==> config.mk <==
export PLATFORM = sky130hd
export DESIGN_NAME = memory_arbiter
export DESIGN_NICKNAME = d
export VERILOG_FILES = /design/src/rtl/memory_arbiter.sv
export SDC_FILE = /design/constraint.sdc
export NUM_CORES = 1
export LEC_CHECK = 0
export ABC_AREA = 0
export CORE_AREA = 2 2 121 123
export CTS_CLUSTER_DIAMETER = 100
export CTS_CLUSTER_SIZE = 10
export DETAILED_ROUTE_END_ITERATION = 7
export DIE_AREA = 0 0 123 125
export PLACE_DENSITY = 0.79
export REMOVE_ABC_BUFFERS = 1
export SYNTH_ARGS = -nofsm -noshare
export SYNTH_HDL_FRONTEND = slang
export SYNTH_SLANG_ARGS = --single-unit
==> constraint.sdc <==
create_clock -name clock -period 2.36 [get_ports clock]
set_clock_uncertainty 0.1 [all_clocks]
set_input_delay 0.59 -clock clock [delete_from_list [all_inputs] [get_ports clock]]
set_output_delay 0.59 -clock clock [all_outputs]
set_load 0.03 [all_outputs]
==> src/rtl/memory_arbiter.sv <==
// Round-robin arbiter sharing one single-port memory bus between the IF fetch port and the MEM data port.
// Registered request/ready bus towards memory, combinational stall to the CPU, watchdog abort of hung transfers.
module memory_arbiter #(
    parameter int unsigned TIMEOUT_CYCLES = 16
) (
    input  logic        clock,
    input  logic        reset,

    input  logic        if_request,
    input  logic [31:0] if_address,
    output logic [31:0] if_read_data,
    output logic        if_ready,

    input  logic        mem_request,
    input  logic        mem_write_enable,
    input  logic [31:0] mem_address,
    input  logic [31:0] mem_write_data,
    input  logic [3:0]  mem_select,
    output logic [31:0] mem_read_data,
    output logic        mem_ready,

    output logic        bus_request,
    output logic        bus_write_enable,
    output logic [31:0] bus_address,
    output logic [31:0] bus_write_data,
    output logic [3:0]  bus_select,
    input  logic [31:0] bus_read_data,
    input  logic        bus_ready,

    output logic        bus_error,
    output logic        stall_request
);

    localparam int unsigned CNT_W        = (TIMEOUT_CYCLES > 1) ? $clog2(TIMEOUT_CYCLES) : 1;
    localparam int unsigned TIMEOUT_LAST = (TIMEOUT_CYCLES > 0) ? TIMEOUT_CYCLES - 1 : 0;
    localparam logic        TIMEOUT_EN   = (TIMEOUT_CYCLES != 0);
    localparam logic        GRANT_IF     = 1'b0;
    localparam logic        GRANT_MEM    = 1'b1;
    localparam logic [3:0]  FETCH_SELECT = 4'b1111;

    typedef enum logic [1:0] {
        ST_IDLE      = 2'd0,
        ST_SERVE_IF  = 2'd1,
        ST_SERVE_MEM = 2'd2,
        ST_DONE      = 2'd3
    } state_e;

    typedef struct packed {
        logic        write_enable;
        logic [31:0] address;
        logic [31:0] write_data;
        logic [3:0]  select;
    } bus_cmd_t;

    state_e           state_q, state_d;
    logic             last_grant_q, last_grant_d;
    logic [CNT_W-1:0] count_q, count_d;
    bus_cmd_t         bus_cmd_q, bus_cmd_d;
    logic             bus_request_q, bus_request_d;
    logic [31:0]      if_read_data_q, if_read_data_d;
    logic             if_ready_q, if_ready_d;
    logic [31:0]      mem_read_data_q, mem_read_data_d;
    logic             mem_ready_q, mem_ready_d;
    logic             bus_error_q, bus_error_d;

    logic             grant_mem_c;
    logic             grant_if_c;
    logic             timeout_c;

    // On a tie the requester that did not win last time gets the bus.
    assign grant_mem_c = mem_request & (~if_request | (last_grant_q == GRANT_IF));
    assign grant_if_c  = if_request & ~grant_mem_c;
    assign timeout_c   = TIMEOUT_EN & (count_q == CNT_W'(TIMEOUT_LAST));

    // State register
    always_ff @(posedge clock) begin
        if (reset) begin
            state_q <= ST_IDLE;
        end else begin
            state_q <= state_d;
        end
    end

    // Next-state logic
    always_comb begin
        state_d = state_q;
        unique case (state_q)
            ST_IDLE: begin
                if (grant_mem_c) begin
                    state_d = ST_SERVE_MEM;
                end else if (grant_if_c) begin
                    state_d = ST_SERVE_IF;
                end
            end
            ST_SERVE_IF, ST_SERVE_MEM: begin
                if (bus_ready || timeout_c) begin
                    state_d = ST_DONE;
                end
            end
            ST_DONE: state_d = ST_IDLE;
            default: state_d = ST_IDLE;
        endcase
    end

    // Output / datapath next values; ready and error pulses default low
    always_comb begin
        last_grant_d    = last_grant_q;
        count_d         = count_q;
        bus_cmd_d       = bus_cmd_q;
        bus_request_d   = bus_request_q;
        if_read_data_d  = if_read_data_q;
        mem_read_data_d = mem_read_data_q;
        if_ready_d      = 1'b0;
        mem_ready_d     = 1'b0;
        bus_error_d     = 1'b0;

        unique case (state_q)
            ST_IDLE: begin
                if (grant_mem_c) begin
                    bus_cmd_d     = '{write_enable: mem_write_enable, address: mem_address,
                                      write_data: mem_write_data, select: mem_select};
                    bus_request_d = 1'b1;
                    last_grant_d  = GRANT_MEM;
                    count_d       = '0;
                end else if (grant_if_c) begin
                    bus_cmd_d     = '{write_enable: 1'b0, address: if_address,
                                      write_data: 32'h0, select: FETCH_SELECT};
                    bus_request_d = 1'b1;
                    last_grant_d  = GRANT_IF;
                    count_d       = '0;
                end
            end
            ST_SERVE_IF: begin
                if (bus_ready) begin
                    if_read_data_d = bus_read_data;
                    if_ready_d     = 1'b1;
                    bus_request_d  = 1'b0;
                end else if (timeout_c) begin
                    if_read_data_d = 32'h0;
                    if_ready_d     = 1'b1;
                    bus_error_d    = 1'b1;
                    bus_request_d  = 1'b0;
                end else begin
                    count_d = count_q + CNT_W'(1);
                end
            end
            ST_SERVE_MEM: begin
                if (bus_ready) begin
                    if (!bus_cmd_q.write_enable) begin
                        mem_read_data_d = bus_read_data;
                    end
                    mem_ready_d   = 1'b1;
                    bus_request_d = 1'b0;
                end else if (timeout_c) begin
                    mem_read_data_d = 32'h0;
                    mem_ready_d     = 1'b1;
                    bus_error_d     = 1'b1;
                    bus_request_d   = 1'b0;
                end else begin
                    count_d = count_q + CNT_W'(1);
                end
            end
            ST_DONE: begin
            end
            default: begin
            end
        endcase
    end

    // Datapath registers
    always_ff @(posedge clock) begin
        if (reset) begin
            last_grant_q    <= GRANT_IF;
            count_q         <= '0;
            bus_cmd_q       <= '0;
            bus_request_q   <= 1'b0;
            if_read_data_q  <= 32'h0;
            if_ready_q      <= 1'b0;
            mem_read_data_q <= 32'h0;
            mem_ready_q     <= 1'b0;
            bus_error_q     <= 1'b0;
        end else begin
            last_grant_q    <= last_grant_d;
            count_q         <= count_d;
            bus_cmd_q       <= bus_cmd_d;
            bus_request_q   <= bus_request_d;
            if_read_data_q  <= if_read_data_d;
            if_ready_q      <= if_ready_d;
            mem_read_data_q <= mem_read_data_d;
            mem_ready_q     <= mem_ready_d;
            bus_error_q     <= bus_error_d;
        end
    end

    assign bus_request      = bus_request_q;
    assign bus_write_enable = bus_cmd_q.write_enable;
    assign bus_address      = bus_cmd_q.address;
    assign bus_write_data   = bus_cmd_q.write_data;
    assign bus_select       = bus_cmd_q.select;
    assign if_read_data     = if_read_data_q;
    assign if_ready         = if_ready_q;
    assign mem_read_data    = mem_read_data_q;
    assign mem_ready        = mem_ready_q;
    assign bus_error        = bus_error_q;
    assign stall_request    = (if_request & ~if_ready_q) | (mem_request & ~mem_ready_q);

endmodule

==> impl_metrics.env <==
export IMPL_crit_type="in2out"
export IMPL_ys_types=41
export IMPL_slew_violations=0
export IMPL_layout_common_cells="273 x clkdlybuf4s50_1, 144 x dfxtp_1, 80 x nor2_1"
export IMPL_vdd_drop_max_uv=605
export IMPL_clock_sinks=144
export IMPL_fmax_mhz=442
export IMPL_clk_pin_slew_ns=0.06
export IMPL_hold_violations=0
export IMPL_cp_arrival_ns=1.57
export IMPL_syn_inst=527
export IMPL_grt_busiest_layer="met2"
export IMPL_grt_pass1_wl_um=25500
export IMPL_dp_cells=957
export IMPL_cts_hold_buffers=0
export IMPL_hold_path_class="in2reg"
export IMPL_vias=5085
export IMPL_pin_count=276
export IMPL_seq_area_um2=2880
export IMPL_cts_tree="yes"
export IMPL_met2_usage=0.370
export IMPL_yosysWarnings=0
export IMPL_h_tree_depth=4
export IMPL_min_period_ns=2.26
export IMPL_place_congestion=0.805
export IMPL_setup_viol=0
export IMPL_critPathBufInv=3
export IMPL_synth_top_flop_cell="dfxtp_1"
export IMPL_drt_first_pass_iters=5
export IMPL_relSlewSlack=0.585
export IMPL_fp_coreArea_um2=14200
export IMPL_grt_use_met1=0.232
export IMPL_multiInputGateArea_um2=2420
export IMPL_cts_resized_gates=0
export IMPL_cap_viol_max_count=0
export IMPL_cp_top_family="buffers and inverters"
export IMPL_final_common_cell="clkdlybuf4s50_1"
export IMPL_syn_cell_area_um2=5570
export IMPL_rr_startpoint="state_q[1]"
export IMPL_crit_slowest_cell="clkdlybuf4s50_1"
export IMPL_hpwlAfterDp_um=12000
export IMPL_grt_start_max_net_pins=45
export IMPL_cp_max_fo=3
export IMPL_avgSynthCellArea_um2=10.6
export IMPL_drive_gt1_frac=0.146
export IMPL_final_cells=988
export IMPL_tns_ns=0
export IMPL_area_delta_synth_final_pct=62.7
export IMPL_grt_use_total=0.211
export IMPL_run_status="completed"
export IMPL_min_from="reset"
export IMPL_drtIter0Drc=295
export IMPL_grt_overflow=0
export IMPL_holdWs_ns=0.343
export IMPL_gr_usage_met3=0.0611
export IMPL_synth_edf_count=0
export IMPL_cts_buffers=17
export IMPL_r2r_end="count_q[1]"
export IMPL_cp_cell_sequence="clkdlybuf4s50_1 > inv_1 > o22ai_1 > buf_4"
export IMPL_reg2reg_slack_ns=0.34
export IMPL_wl_per_cell_um=16.5
export IMPL_synthTopCellsByArea="dfxtp_1 52%, a22oi_2 6.7%, mux2i_1 6.1%"
export IMPL_die_h_um=125
export IMPL_post_cts_setup_buffers=0
export IMPL_final_nets=936
export IMPL_synth_top_cell_area_share=0.518
export IMPL_remaining_drc_errors=0
export IMPL_worstPathRequired_ns=1.67
export IMPL_rr_worst_depth=6
export IMPL_rows=44
export IMPL_cpPeakStageDelay_ns=0.57
export IMPL_start_util=0.392
export IMPL_die_w_um=123
export IMPL_grt_pass1_vias=5045
export IMPL_port_buffers=275
export IMPL_clockRootBuffer="clkbuf_16"
export IMPL_yosysTopAreaCell="dfxtp_1"
export IMPL_antenna_found_initial=0
export IMPL_seq_area_frac_synth=0.518
export IMPL_fill_cells=1126
export IMPL_diodes=0
export IMPL_worst_pin_slew_ns=0.623
export IMPL_ys_ff_latch=144
export IMPL_rsz0062_at_grt="no"
export IMPL_hold_end="bus_write_enable"
export IMPL_async_reset_ff_frac=0
export IMPL_powerDensity_nw_per_um2=1050
export IMPL_drt_wl_total_um=16300
export IMPL_clock_path_buffers=2
export IMPL_insertion_delay_ns=0.41
export IMPL_leakage_uw=0.00338
export IMPL_cp_end_kind="output port"
export IMPL_die_area_um2=15400
export IMPL_finalCritPeriodShare=0.958
export IMPL_cp_start_kind="primary input"
export IMPL_viasPerCell=5.15
export IMPL_ant_nets=0
export IMPL_min_delay_path_depth=2
-- power by group --
part	leakage (uW)	total, uW	internal [uW]	switching (uW)
logic	0.00195	3950	1720	2230
registers	0.00118	3220	2920	292
clock network	0.000258	2380	1360	1020
total	0.00338	9550	6010	3540
-- worst reg2reg max path, delay by kind of cell, from the launching register on --
| family | cells | cell delay, ns |
|---|---|---|
| adder cells (fa/ha/maj) | 1 | 0.44 |
| AND/OR/NAND/NOR | 3 | 0.82 |
| flip-flops | 1 | 0.39 |
| buffers and inverters | 1 | 0.10 |
| AO/OA/AOI/OAI | 1 | 0.10 |
-- logic make-up after synthesis --
| family | count (synthesis) | share of synthesized area |
|---|---|---|
| adders and majority gates | 6 | 0.0135 |
| buffers and inverters | 50 | 0.0508 |
| and+or+nand+nor | 141 | 0.122 |
| muxes | 34 | 0.0612 |
| DFF | 144 | 0.518 |
| AOI/OAI and AO/OA | 152 | 0.234 |
-- per-stage QoR --
step                      utilization  instance area (um2)  power [uW]  setup WS [ns]
final                           0.638                 9060        9550         0.0999
after global routing            0.638                 9060       10000         0.0611
after CTS                       0.638                 9060        9640         0.0953
after detailed placement        0.600                 8530        7220       -0.00154
after global placement          0.600                 8530        7110         0.0592
after floorplan                     -                 5300        5450         -0.690
-- layer usage --
layer | share of wire | up-vias
met4 | 0.034 | 0
met2 | 0.50 | 225
met1 | 0.38 | 2376
met3 | 0.080 | 39
met5 | 0 | -
li1 | - | 2445
-- sequential cells by signal (all words and copies together) (netlist names), 2 cells and up --
name	cells
count_q	4
if_read_data	32
bus_address	32
state_q	2
mem_read_data	32
bus_select	4
bus_write_data	32
-- how the worst max path moves through the flow --
stage | from | to | slack (ns) | cells after the start
floorplan | mem_request | bus_write_data[5] | -0.69 | 4
global placement | if_request | count_q[0] | 0.06 | 6
detailed placement | if_request | count_q[0] | -0.002 | 6
CTS | if_request | stall_request | 0.1 | 4
global route | if_request | stall_request | 0.06 | 4
finish | if_request | stall_request | 0.1 | 4
-- cell usage after synthesis, types with 2 or more instances --
| master | instances |
|---|---|
| a211oi_1 | 33 |
| a21oi_1 | 8 |
| a22o_1 | 32 |
| a22oi_1 | 35 |
| a22oi_2 | 30 |
| buf_2 | 16 |
| buf_6 | 5 |
| buf_8 | 3 |
| clkbuf_1 | 20 |
| dfxtp_1 | 144 |
| ha_1 | 6 |
| inv_1 | 4 |
| mux2i_1 | 34 |
| nand2_1 | 7 |
| nand2b_1 | 2 |
| nand4b_1 | 2 |
| nor2_1 | 80 |
| nor2_2 | 30 |
| nor2b_1 | 2 |
| nor3_1 | 5 |
| nor3b_1 | 4 |
| o21a_1 | 2 |
| o21ai_0 | 4 |
| o21ai_1 | 2 |
-- layout make-up --
cell class / instances / share of cell area
repair buffers: 292 / 0.328
flip-flops and latches: 144 / 0.318
multi-input cells: 333 / 0.268
clock buffers: 18 / 0.0485
well taps: 184 / 0.0254
clock inverters: 13 / 0.0101
inverters: 4 / 0.00166
No activity file was read; power rests on OpenSTA's default activity.
